[src/rtl/dac_sample_scheduler.sv]
// Sample scheduler for a delta-sigma DAC: buffers producer samples in a small FIFO,
// plays them at a programmable rate and ramps the output to/from mid-scale on start/stop.
//
// state     | meaning
// IDLE      | output parked at 0, FIFO flushed, producer stalled
// RAMP_UP   | dac_din climbs by RAMP_STEP per tick toward MID; FIFO may fill
// RUN       | one FIFO sample popped into dac_din per tick
// RAMP_DOWN | dac_din falls by RAMP_STEP per tick toward 0; FIFO contents kept
module dac_sample_scheduler #(
    parameter int WIDTH     = 16,
    parameter int DEPTH     = 4,
    parameter int RAMP_STEP = 256
) (
    input  logic                     clk,
    input  logic                     rst_n,
    input  logic                     enable,
    input  logic [15:0]              rate_div,
    input  logic [WIDTH-1:0]         s_data,
    input  logic                     s_valid,
    output logic                     s_ready,
    output logic [WIDTH-1:0]         dac_din,
    output logic                     underflow,
    output logic [1:0]               state,
    output logic [$clog2(DEPTH):0]   level
);

    localparam int AW = $clog2(DEPTH);
    localparam logic [WIDTH:0]   MID_X    = (WIDTH+1)'(1) << (WIDTH-1);
    localparam logic [WIDTH-1:0] MID      = MID_X[WIDTH-1:0];
    localparam logic [WIDTH:0]   STEP_X   = (WIDTH+1)'(RAMP_STEP);
    localparam logic [AW:0]      LVL_FULL = (AW+1)'(DEPTH);

    typedef enum logic [1:0] {
        IDLE      = 2'd0,
        RAMP_UP   = 2'd1,
        RUN       = 2'd2,
        RAMP_DOWN = 2'd3
    } state_t;

    state_t            st;
    logic [15:0]       cnt;
    logic              tick;
    logic [WIDTH-1:0]  mem [DEPTH];
    logic [AW-1:0]     wr_ptr;
    logic [AW-1:0]     rd_ptr;
    logic              push;
    logic              pop;
    logic [WIDTH:0]    dac_x;
    logic [WIDTH:0]    up_sum;

    // A compare rather than equality lets a lowered rate_div fire on the very next cycle.
    assign tick    = (cnt >= rate_div);
    assign s_ready = ((st == RAMP_UP) || (st == RUN)) && (level < LVL_FULL);
    assign push    = s_valid && s_ready;
    assign pop     = (st == RUN) && enable && tick && (level != '0);
    assign dac_x   = {1'b0, dac_din};
    assign up_sum  = dac_x + STEP_X;
    assign state   = st;

    always_ff @(posedge clk) begin
        if (!rst_n) begin
            cnt <= '0;
        end else if (tick) begin
            cnt <= '0;
        end else begin
            cnt <= cnt + 16'd1;
        end
    end

    always_ff @(posedge clk) begin
        if (push) begin
            mem[wr_ptr] <= s_data;
        end
    end

    always_ff @(posedge clk) begin
        if (!rst_n) begin
            st        <= IDLE;
            dac_din   <= '0;
            underflow <= 1'b0;
            wr_ptr    <= '0;
            rd_ptr    <= '0;
            level     <= '0;
        end else begin
            if (push) begin
                wr_ptr <= wr_ptr + 1'b1;
            end
            if (pop) begin
                rd_ptr <= rd_ptr + 1'b1;
            end
            if (push && !pop) begin
                level <= level + 1'b1;
            end else if (pop && !push) begin
                level <= level - 1'b1;
            end

            case (st)
                IDLE: begin
                    dac_din <= '0;
                    wr_ptr  <= '0;
                    rd_ptr  <= '0;
                    level   <= '0;
                    if (enable) begin
                        st        <= RAMP_UP;
                        underflow <= 1'b0;
                    end
                end
                RAMP_UP: begin
                    if (!enable) begin
                        st <= RAMP_DOWN;
                    end else if (tick) begin
                        if (up_sum >= MID_X) begin
                            dac_din <= MID;
                            st      <= RUN;
                        end else begin
                            dac_din <= up_sum[WIDTH-1:0];
                        end
                    end
                end
                RUN: begin
                    if (!enable) begin
                        st <= RAMP_DOWN;
                    end else if (tick) begin
                        if (level != '0) begin
                            dac_din <= mem[rd_ptr];
                        end else begin
                            underflow <= 1'b1;
                        end
                    end
                end
                RAMP_DOWN: begin
                    if (enable) begin
                        st <= RAMP_UP;
                    end else if (tick) begin
                        if (dac_x <= STEP_X) begin
                            // Reaching zero drops straight to IDLE with the FIFO already flushed.
                            dac_din <= '0;
                            st      <= IDLE;
                            wr_ptr  <= '0;
                            rd_ptr  <= '0;
                            level   <= '0;
                        end else begin
                            dac_din <= dac_din - STEP_X[WIDTH-1:0];
                        end
                    end
                end
                default: st <= IDLE;
            endcase
        end
    end

endmodule

[config.mk]
export PLATFORM = sky130hd
export DESIGN_NAME = dac_sample_scheduler
export DESIGN_NICKNAME = d
export VERILOG_FILES = /design/src/rtl/dac_sample_scheduler.sv
export SDC_FILE = /design/constraint.sdc
export NUM_CORES = 1
export LEC_CHECK = 0
export BUFFER_PORTS_ARGS = -buffer_cell sky130_fd_sc_hd__buf_4
export CORE_MARGIN = 5
export CORE_UTILIZATION = 55
export CTS_CLUSTER_DIAMETER = 200
export DETAILED_ROUTE_END_ITERATION = 10
export PLACE_DENSITY = 0.76
export SLEW_MARGIN = 30
export SYNTH_ARGS = -nofsm -noshare
export SYNTH_HDL_FRONTEND = slang
export SYNTH_SLANG_ARGS = --single-unit
[constraint.sdc]
create_clock -name clk -period 3.1 [get_ports clk]
set_input_delay 0.31 -clock clk [delete_from_list [all_inputs] [get_ports clk]]
set_output_delay 0.31 -clock clk [all_outputs]
set_load 0.02 [all_outputs]
==> results.yml, run 1 <==
setup_path:
  path_cells: "inv_1, ha_1, nand2b_4, a2111oi_4, o311ai_2, a21oi_4, nor2_2, maj3_2, a221oi_2"
  cp_top_family: "compound AO/OA/AOI/OAI gates"
  crit_fanout: 11
  path_buf_inv: 1
  cp-end-kind: "flip-flop"
  path_class: "reg -> reg"
  cp_slowest_cell: "dfxtp_1"
  required_ps: 3400
  start_kind: "flip-flop"
  regToRegSetupSlack_ps: 520
  crit_path_max_incr_delay_ps: 410
  crit_arrival_ps: 2870
clock_network:
  clock-sinks: 106
  cts.clk_slew.worst_paths_ps: 120
  clockBufferDepth: 2
  cts-hold-fix-buffers: 0
  insertion_delay_ps: 380
  clockRootBuffer: "clkbuf_8"
  htreeDepth: 3
  cts_resized: 0
  numCtsBuffers: 9
  cts_tree: "built"
  post_cts_buffers: 0
routing:
  drtIter0Drc: 151
  via_per_inst: 5.64
  drc: 0
  antenna_left: 0
  wl_um: 11200
  route.met3.wl_um: 507
  met1_length_um: 4660
  routed.top_layer: "met4"
  wl_per_cell_um: 17.0
  dr.pass1.iters: 4
  via_count: 3697
  wl_met2_um: 5840
placement:
  placed_area_um2: 5940
  port_buffers: 58
  post-place-cells: 640
  globalplace.congestion: 0.800
  dpl.hpwl_um: 8150
global_route:
  grtUsageTotal_pct: 20.2
  gr-total-overflow: 0
  grt_pass1_wl_um: 18400
  grt_antenna_before_repair: 0
  grt_pass1_vias: 3690
  grt_max_degree: 21
yosys:
  yosysWarnings: 0
  yosysTopAreaCellShare_pct: 35.7
  syn_area_um2: 5380
  synth_area_leader_cell: "edfxtp_1"
  yosysSeqAreaShare_pct: 51.3
  synth_area_leaders: "edfxtp_1 36%, dfxtp_1 16%, ha_1 7.4%, mux4_2 6.7%, nor2_1 3.2%"
  ys_types: 66
  ys_ff_latch: 106
  syn_inst: 459
  async_flop_share_pct: 0
  synthFlopType: "edfxtp_1"
  syn_area_per_cell_um2: 11.7
  synth_edf_count: 64
  syn-num-nets: 527
layout:
  most-common-layout-cells: "67 x buf_4, 64 x edfxtp_1, 46 x nor2_1"
  fin_cells: 656
  finalNetCount: 586
  final_util_pct: 63.6
  stdcell_area_um2: 6130
  drive_above_1_share_pct: 24.1
  fillCellCount: 759
  final_common_cell: "buf_4"
  antenna_cells: 0
  areaGrowthSynthToFinish_pct: 13.9
min_path:
  hold_path_class: "in -> reg"
floorplan:
  core_area_um2: 9640
  core.rowCount: 36
  start_util_pct: 55.8
  num_io_pins: 59
  die_area_um2: 11900
  die_width_um: 109
  die_y_um: 109
power_and_ir_drop:
  power_switching_w: 0.00125
  power_frac_seq_pct: 46.3
  powerDensity_nw_per_um2: 589
  p_leak_nw: 2.30
  p_clk_share_pct: 23.0
  irDropWorstVdd_mv: 0.318
  internal-power_w: 0.00236
  switching_share_pct: 34.7
  power_frac_comb_pct: 30.8
sta:
  clock.fmax_mhz: 388
  hold_slack_ps: 135
  hold_viol: 0
  slew_viol_final: 0
  tightest_slew_ps: 658
  min_period_over_period_pct: 83.1
  finalSetupViolCount: 0
  slew_headroom_pct: 56.2
  final.min_clock_period_ps: 2580
  setup_tns_ps: 0
  skew_ps: 17.6
  grt_setup_unrepaired: "false"
run:
  max-cap-violations: 0
run_status:
  status: "complete, no violations"
## power by group through the flow
stage / Sequential, W / Combinational (W) / Clock (W)
CTS: 0.00167 / 0.00111 / 0.000844
global placement: 0.00170 / 0.00107 / 0
global route: 0.00169 / 0.00123 / 0.000906
floorplan: 0.00171 / 0.000794 / 0
finish: 0.00167 / 0.00111 / 0.000829
detailed placement: 0.00171 / 0.00111 / 0
## metrics by stage
stage	worst slack (ps)	total power, W
6_report	525	0.00361
5_1_grt	261	0.00382
4_1_cts	506	0.00363
3_3_place_gp	584	0.00277
2_1_floorplan	695	0.00251
3_5_place_dp	521	0.00281
## area by class of cell
cell class | instances | area [µm²] | area share, %
Timing Repair Buffer | 67 | 503 | 8.20
Inverter | 31 | 116 | 1.90
Clock buffer | 9 | 124 | 2.02
Tap cell | 133 | 166 | 2.71
Clock inverter | 7 | 67.6 | 1.10
Sequential cell | 106 | 2760 | 45.0
Multi-Input combinational cell | 303 | 2390 | 39.0
## cells by family (layout without fill, tap and decap cells)
family	after synthesis	in the layout	share of synthesized area [%]
AOI/OAI and AO/OA	75	75	10.3
xor gates and xnor gates	24	24	3.91
adders and majority gates	33	33	7.65
buffers and inverters	50	114	4.21
DFF	106	106	51.3
muxes	24	24	8.18
and+or+nand+nor	147	147	14.4
## metal layers
layer / GRT usage (%) / vias to the layer above
met5: 0 / -
met4: 7.03 / 0
met3: 4.03 / 12
met2: 34.9 / 83
met1: 25.1 / 1798
li1: - / 1804
## worst register-to-register path, cell delays in order (launching register included)
cell	delay, ps
dfxtp_1	410
inv_1	60
ha_1	270
nand2b_4	150
a2111oi_4	350
o311ai_2	170
a21oi_4	350
nor2_2	160
maj3_2	340
a221oi_2	260
## cells in the mapped netlist (2+ instances only)
cell type,n
o21ai_1,6
buf_2,6
o21a_1,6
o21ai_0,10
nor2b_1,4
nand4b_1,2
dfxtp_1,42
o221ai_1,3
and2_1,2
nand3_1,10
mux4_2,16
a21oi_1,23
a22oi_1,2
nor3_2,6
edfxtp_1,64
or4_1,2
buf_8,2
a221o_1,2
inv_1,30
and3_1,9
clkbuf_1,9
ha_1,32
mux2i_1,8
a31oi_1,2
nand2_1,27
nor3_1,9
nand2b_1,2
o21ai_2,2
xor2_1,10
nor2_1,46
o21ai_4,2
xnor2_1,14
nand4_1,16
## registers in the layout, indices dropped and copies added (netlist names)
register   count
dac_din       16
wr_ptr         2
level          3
mem           64
state          2
rd_ptr         2
cnt           16
underflow      1
## worst paths after layout
kind	start	endpoint	cells after the start
worst max register to register	cnt[0]	level[1]	9
worst min register to register	cnt[0]	cnt[0]	1
worst min-delay path	s_data[10]	mem[1][10]	1
worst max-delay path	cnt[0]	level[1]	9
(Power assumes the default switching activity.)
==> run 2: changes to the inputs <==
==> constraint.sdc (replaced) <==
create_clock -name clk -period 2.5 [get_ports clk]
set_input_delay 0.25 -clock clk [delete_from_list [all_inputs] [get_ports clk]]
set_output_delay 0.25 -clock clk [all_outputs]
set_load 0.02 [all_outputs]
==> run 2 against run 1 <==
Effect of this change:
- flip-flop and latch count is the same
- power grew 28%
- clock-buffer cell count is the same
- global-route usage decreased by 0.61 points
- critical path depth unchanged
- first-iteration DRC count is 19% lower
- utilization grew 1.4 points
- clock power increased by 30%
- sequential power is 23% higher
- worst setup slack got worse by 410 ps
- register-to-register slack lost 410 ps
- critical endpoint unchanged
- largest cell class unchanged
==> results.yml, run 2 (synthesized netlist as in run 1, its figures left out) <==
clock_network:
  clockRootBuffer: "clkbuf_8"
  clockBufferDepth: 2
  cts.clk_slew.worst_paths_ps: 120
  clock-sinks: 106
  numCtsBuffers: 9
  cts_tree: "built"
  htreeDepth: 3
  insertion_delay_ps: 380
  cts-hold-fix-buffers: 0
layout:
  regMostFlops: "mem"
  fillCellCount: 783
  finalNetCount: 599
  largestRegisters: "mem (64), cnt (16), dac_din (16)"
  drive_above_1_share_pct: 26.7
  most-common-layout-cells: "79 x buf_4, 64 x edfxtp_1, 46 x nor2_1"
  largest_reg_flops: 64
  antenna_cells: 0
  fin_cells: 669
  final_common_cell: "buf_4"
  areaGrowthSynthToFinish_pct: 16.4
min_path:
  hold_path_class: "in -> reg"
  hold_depth: 1
  hold_path_startpoint: "s_data[15]"
  worst_hold_path.endpoint: "mem[1][15]"
run_status:
  status: "complete, no violations"
routing:
  wl_per_cell_um: 16.7
  dr.pass1.iters: 4
  antenna_left: 0
  via_per_inst: 5.63
  wl_um: 11200
  drtIter0Drc: 122
  drc: 0
  via_count: 3764
sta:
  tightest_slew_ps: 594
  slew_viol_final: 0
  grt_setup_unrepaired: "false"
  skew_ps: 21.6
  slew_headroom_pct: 60.3
  min_period_over_period_pct: 95.5
  finalSetupViolCount: 0
  final.min_clock_period_ps: 2390
  clock.fmax_mhz: 419
  hold_viol: 0
global_route:
  gr-total-overflow: 0
  grtUsageTotal_pct: 19.5
  grt_max_degree: 23
  grt_pass1_wl_um: 17900
  grt_antenna_before_repair: 0
  grt_pass1_vias: 3753
setup_path:
  start_kind: "flip-flop"
  required_ps: 2790
  reg2reg_from: "cnt[0]"
  reg2reg_depth: 9
  regToRegSetupSlack_ps: 110
  cp-end-kind: "flip-flop"
  crit_fanout: 7
  path_class: "reg -> reg"
  path_cells: "inv_1, ha_1, nand2b_4, a2111oi_4, o311ai_4, a21oi_4, nor2_2, maj3_2, a221oi_2"
  r2r-end: "level[1]"
  crit_path_max_incr_delay_ps: 360
  cp_slowest_cell: "a2111oi_4"
  crit_arrival_ps: 2680
power_and_ir_drop:
  power.total_w: 0.00461
  irDropWorstVdd_mv: 0.512
  powerDensity_nw_per_um2: 736
  p_leak_nw: 2.39
floorplan:
  die_y_um: 109
  die_area_um2: 11900
  die_width_um: 109
  core.rowCount: 36
  start_util_pct: 55.8
  core_area_um2: 9640
  num_io_pins: 59
run:
  max-cap-violations: 0
placement:
  dpl.hpwl_um: 7970
  post-place-cells: 650
  port_buffers: 58
  globalplace.congestion: 0.856
## run 2: cell count changes in the layout (fill, tap and decap cells not counted), moves of 2 or more
| cell | delta |
|---|---|
| buf_4 | +12 |
| clkinv_8 | +2 |
| dfxtp_1 | -2 |
| dfxtp_2 | +2 |
| inv_6 | -2 |
| nand2_2 | +2 |
## run 2: worst max-delay path by stage
| stage | start | endpoint | slack, ps | cells after the start |
|---|---|---|---|---|
| 6_report | cnt[0] | level[1] | 110 | 9 |
| 5_1_grt | cnt[3] | dac_din[11] | 1 | 9 |
| 4_1_cts | cnt[6] | dac_din[14] | -3 | 8 |
| 3_5_place_dp | rate_div[0] | level[1] | 20 | 9 |
| 3_3_place_gp | rate_div[0] | level[1] | 120 | 9 |
| 2_1_floorplan | state[0] | mem[0][0] | 90 | 4 |
## run 2: repair_timing
action / 4_1_cts / 5_1_grt
gates cloned: 0 / 1
buffers inserted: 2 / 0
hold endpoints to repair: 0 / 0
gates resized for setup: 0 / 5
pin swaps: 1 / 5
endpoints found under the setup margin: 2 / 32
## run 2: layer usage
layer,wire length [µm],global-route usage [%],vias up
met1,4780,25.0,1825
met5,0,0,-
met2,5670,33.5,100
met4,227,7.39,0
met3,478,3.02,17
li1,-,-,1822
## run 2: layout make-up
cell class	instances	area, µm²	share of cell area [%]
multi-input cells	304	2420	38.6
clock inverters	7	86.3	1.38
flip-flops and latches	106	2770	44.1
repair buffers	79	593	9.46
well taps	133	166	2.66
clock buffers	9	124	1.98
inverters	31	116	1.86
## run 2: metrics by stage
stage | TNS (ps) | setup WS (ps) | utilization (%) | instance area, µm² | hold slack, ps
floorplan | 0 | 95.0 | - | 5380 | 349
global placement | 0 | 124 | 62.4 | 6020 | 448
detailed placement | 0 | 19.0 | 62.4 | 6020 | 453
CTS | -3.38 | -3.38 | 64.8 | 6240 | 49.4
global route | 0 | 1.40 | 65.0 | 6270 | 37.3
finish | 0 | 112 | 65.0 | 6270 | 58.3
## run 2: power breakdown
group | leakage [nW] | internal, W | total, W | switching [W]
combinational | 1.36 | 0.000599 | 0.00147 | 0.000870
sequential | 0.919 | 0.00199 | 0.00206 | 0.0000692
clock | 0.107 | 0.000409 | 0.00108 | 0.000673
## run 2: critical path: cells and delay by family, from the launching register on
family	cells	cell delay, ps
and+or+nand+nor	2	290
buffers and inverters	1	40
DFF	1	340
AOI/OAI and AO/OA	4	1040
adders and majority gates	2	600
